===== src/rtl/pipe_pkg.sv =====
// Shared pipeline width constants; instantiators use these to size dff_register.
package pipe_pkg;
  localparam int WORD_WIDTH      = 64;
  localparam int REG_ADDR_WIDTH  = 5;
  localparam int ALUOP_WIDTH     = 3;
  localparam int XFER_SIZE_WIDTH = 4;

  typedef logic [WORD_WIDTH-1:0]     word_t;
  typedef logic [REG_ADDR_WIDTH-1:0] reg_addr_t;
endpackage


===== src/rtl/dff_register_if.sv =====
// Load/hold bus of a pipeline register. The clear signal exists only when
// DFF_REGISTER_SYNC_CLEAR_EN is defined.
interface dff_register_if
  import pipe_pkg::*;
#(
  parameter int N = WORD_WIDTH
);
  logic         write_en;
  logic [N-1:0] data_in;
  logic [N-1:0] data_out;
`ifdef DFF_REGISTER_SYNC_CLEAR_EN
  logic         clear;

  modport master (output write_en, output data_in, output clear, input data_out);
  modport slave  (input write_en, input data_in, input clear, output data_out);
`else
  modport master (output write_en, output data_in, input data_out);
  modport slave  (input write_en, input data_in, output data_out);
`endif
endinterface


===== src/rtl/d_ff.sv =====
// 1-bit rising-edge flop with asynchronous active-high reset to zero.
module d_ff (
  output logic q,
  input  logic d,
  input  logic reset,
  input  logic clk
);
  always_ff @(posedge clk or posedge reset) begin
    if (reset) q <= 1'b0;
    else       q <= d;
  end
endmodule


===== src/rtl/dff_register.sv =====
// N-bit register built from d_ff cells with a per-bit load mux.
// DFF_REGISTER_SYNC_CLEAR_EN adds a synchronous clear (reset > clear > write_en).
module dff_register
  import pipe_pkg::*;
#(
  parameter int N = WORD_WIDTH
) (
  input logic         clk,
  input logic         reset,
  dff_register_if.slave bus
);
  logic [N-1:0] d;
  logic [N-1:0] q;

  generate
    for (genvar gi = 0; gi < N; gi++) begin : g_bit
`ifdef DFF_REGISTER_SYNC_CLEAR_EN
      // Flush forces a zero into the cell regardless of the load enable.
      assign d[gi] = bus.clear ? 1'b0 : (bus.write_en ? bus.data_in[gi] : q[gi]);
`else
      assign d[gi] = bus.write_en ? bus.data_in[gi] : q[gi];
`endif
      d_ff u_cell (
        .q     (q[gi]),
        .d     (d[gi]),
        .reset (reset),
        .clk   (clk)
      );
    end
  endgenerate

  assign bus.data_out = q;
endmodule


===== src/flat_wrapper.sv =====
// flat-port wrapper written by rule: the top's interface ports become plain ports
module dff_register_flat import pipe_pkg::*;
#(
  parameter int N = WORD_WIDTH
)
  (clk, reset, bus_write_en, bus_data_in, bus_data_out);
  dff_register_if #(.N(N)) bus_i ();
  input logic clk;
  input logic reset;
  input wire logic [$bits(bus_i.write_en)-1:0] bus_write_en;
  input wire logic [$bits(bus_i.data_in)-1:0] bus_data_in;
  output wire logic [$bits(bus_i.data_out)-1:0] bus_data_out;
  assign bus_i.write_en = bus_write_en;
  assign bus_i.data_in = bus_data_in;
  assign bus_data_out = bus_i.data_out;
  dff_register #(.N(N)) u_core (.clk(clk), .reset(reset), .bus(bus_i));
endmodule

===== config.mk =====
export PLATFORM = sky130hd
export DESIGN_NAME = dff_register_flat
export DESIGN_NICKNAME = d
export VERILOG_FILES = /design/src/rtl/pipe_pkg.sv /design/src/rtl/dff_register_if.sv /design/src/rtl/d_ff.sv /design/src/rtl/dff_register.sv /design/src/flat_wrapper.sv
export SDC_FILE = /design/constraint.sdc
export NUM_CORES = 1
export LEC_CHECK = 0
export CAP_MARGIN = 20
export CORE_ASPECT_RATIO = 0.8
export CORE_MARGIN = 1.5
export CORE_UTILIZATION = 39
export DETAILED_ROUTE_END_ITERATION = 8
export PLACE_DENSITY = 0.77
export SKIP_CTS_REPAIR_TIMING = 1
export SYNTH_ARGS = -nofsm -noshare
export SYNTH_HDL_FRONTEND = slang
export SYNTH_SLANG_ARGS = --single-unit

===== constraint.sdc =====
create_clock -name clk -period 2.16 [get_ports clk]
set_input_delay 0.648 -clock clk [delete_from_list [all_inputs] [get_ports clk]]
set_output_delay 0.648 -clock clk [all_outputs]
set_load 0.01 [all_outputs]

==> results.md <==
* Count of cell types in the netlist at 7
* CP Capture Type: output pin
* Sequential share of the synthesized area at 50.6%
* CTS Buf Count at 9
* Ant. Diodes at 0
* Drt via density at 4.20
* Final min period at 1.90 ns
* Largest net degree at the start of global routing at 65
* Sw Ratio at 23.5%
* H-tree levels at 3
* Clk_skew at 0 ns
* Largest buffer count on any clock path at 2
* Reg2reg setup slack at 1.38 ns
* Most flop-heavy register: u_core.g_bit.u_cell.q
* Fmax at 0.525 GHz
* # fillers at 689
* Post-route setup TNS at 0 ns
* Mean routed wirelength per cell at 14.5 µm
* Max reg flops at 64
* Via count at 1618
* Nets at 339
* Vias in the first global route at 1765
* Slowest-stage cell, CP: clkdlybuf4s50_1
* Layout Utilization at 53.6%
* Row cnt at 29
* Crit path DAT at 1.26 ns
* DP Area at 0.00403 mm²
* Min-delay worst type: reg2reg
* # setup viols final at 0
* Setup WS pre-CTS at 0.479 ns
* Syn. warnings at 0
* RSZ-0062 raised after global routing: no
* Comb power frac at 22.2%
* Finished Cell Area at 0.00424 mm²
* Clk_lat worst skew at 0.33 ns
* DR iter-0 viols at 42
* Remaining antenna violation count at 0
* Crit path launch type: flip-flop
* Worst-path clk slew at 0.07 ns
* Post-DP HPWL at 3760 µm
* Final GP Congestion at 0.691
* CTS tree: built
* Tightest Pin Transition at 0.508 ns
* Internal cell power at 2.40 mW
* WL final at 5600 µm
* Relative slew slack at 66.2%
* Die X-Extent at 104 µm
* Fin. max-slew vios at 0
* Lkg Pwr at 1.88 nW
* Overflow after GRT at 0
* Crit-path leading delay family: buffers and inverters
* Number of buffers and inverters on the critical path at 1
* First-pass iteration count of the detailed router at 2
* Root Buffer: clkbuf_8
* Cell count after placement at 369
* Total power at 3.13 mW
* WHS at 0.510 ns
* Drt drc at 0
* CP Cell Sequence: clkdlybuf4s50_1
* Cell Pwr Density at 739 mW/mm²
* First-pass GRT wire length at 9080 µm
* Die Ht at 83.6 µm
* Tcrit/Tclk final at 88.1%
* Status: finished, final reports clean
* Post-synthesis register bit count at 64
* Core ar. at 0.00791 mm²
* Post-layout instance count excluding filler cells at 385
* Clock power frac at 33.5%
* Layout cell share with drive strength beyond 1 at 30.0%
* I/O pins at 131
* Slowest stage delay, CP at 0.56 ns
* Sequential cell area at 0.00160 mm²
* Starting Density at 40.0%
* Area of the multi-input gates at 946 µm²
* Syn nets at 267
* Post-Syn Area at 0.00316 mm²
* Peak supply drop at 0.383 mV
* Cells after Synth at 200
* CTS Sinks at 64
* Critical Path Fanout Max at 2
* P_sw at 0.736 mW
* Top Registers: u_core.g_bit.u_cell.q x64
* Port bufs at 130
* Hold Fails Final Rpt at 0
* Area growth, synth to finish at 33.9%
* Critical Path RT at 1.51 ns
* Setup CP Type: reg2out
* Initial antenna violation count at 0
* Sequential share of power at 44.3%
* Die ar. at 0.00866 mm²
* Fin worst setup slack at 0.257 ns
* # Max-Cap Violations at 0
* Mean Syn Cell Area at 15.8 µm²
* Total GRT Usage at 13.4%
power by group through the flow:
stage / combinational, mW / sequential (mW) / clock (mW)
after floorplan: 0.499 / 1.39 / 0
after global placement: 0.690 / 1.41 / 0
after detailed placement: 0.703 / 1.41 / 0
after CTS: 0.706 / 1.39 / 1.09
after global routing: 0.733 / 1.40 / 1.15
final: 0.695 / 1.39 / 1.05
layer usage:
metal | GRT usage, % | share of wire (%) | vias to the layer above | wire, µm
met5 | 0 | 0 | - | 0
met4 | 4.55 | 1.3 | 0 | 74
met3 | 4.53 | 6.8 | 8 | 382
met2 | 20.0 | 44 | 77 | 2490
met1 | 18.1 | 47 | 791 | 2650
li1 | - | - | 742 | -
area by class of cell:
cell class / count / area share, %
multi-input combinational: 64 / 22.3
clock inverter: 4 / 1.24
sequential: 64 / 37.8
tap: 108 / 3.19
timing repair buffer: 132 / 31.6
clock buffer: 12 / 3.66
inverter: 1 / 0.177
worst paths after layout:
check,start,to,cells after the start
min,u_core.g_bit[18].u_cell.q$_DFFE_PP0P_,u_core.g_bit[18].u_cell.q$_DFFE_PP0P_,1
min reg2reg,u_core.g_bit[18].u_cell.q$_DFFE_PP0P_,u_core.g_bit[18].u_cell.q$_DFFE_PP0P_,1
min in group asynchronous,reset,u_core.g_bit[19].u_cell.q$_DFFE_PP0P_,3
max in group asynchronous,reset,u_core.g_bit[28].u_cell.q$_DFFE_PP0P_,3
max reg2reg,u_core.g_bit[63].u_cell.q$_DFFE_PP0P_,u_core.g_bit[63].u_cell.q$_DFFE_PP0P_,1
max,u_core.g_bit[60].u_cell.q$_DFFE_PP0P_,bus_data_out[60],1
cells in the final DEF, fill, tap and decap left out, drive strengths merged:
cell	instances
buf	3
bufinv	1
clkbuf	12
clkdlybuf4s50	129
clkinvlp	4
dfrtp	64
mux2	64
cell families (layout without fill, tap and decap cells):
kind of cell,after synthesis,after routing,synth area share (%)
buffers and inverters,72,149,19.5
DFF,64,64,50.6
muxes,64,64,29.9
cell usage after synthesis:
library cell / instances / area share [%]
buf_6: 1 / 0.36
mux2_2: 4 / 1.4
buf_12: 6 / 3.8
dfrtp_1: 64 / 51
buf_4: 64 / 15
inv_1: 1 / 0.12
mux2_4: 60 / 28
Power figures use the tool's default switching activity.
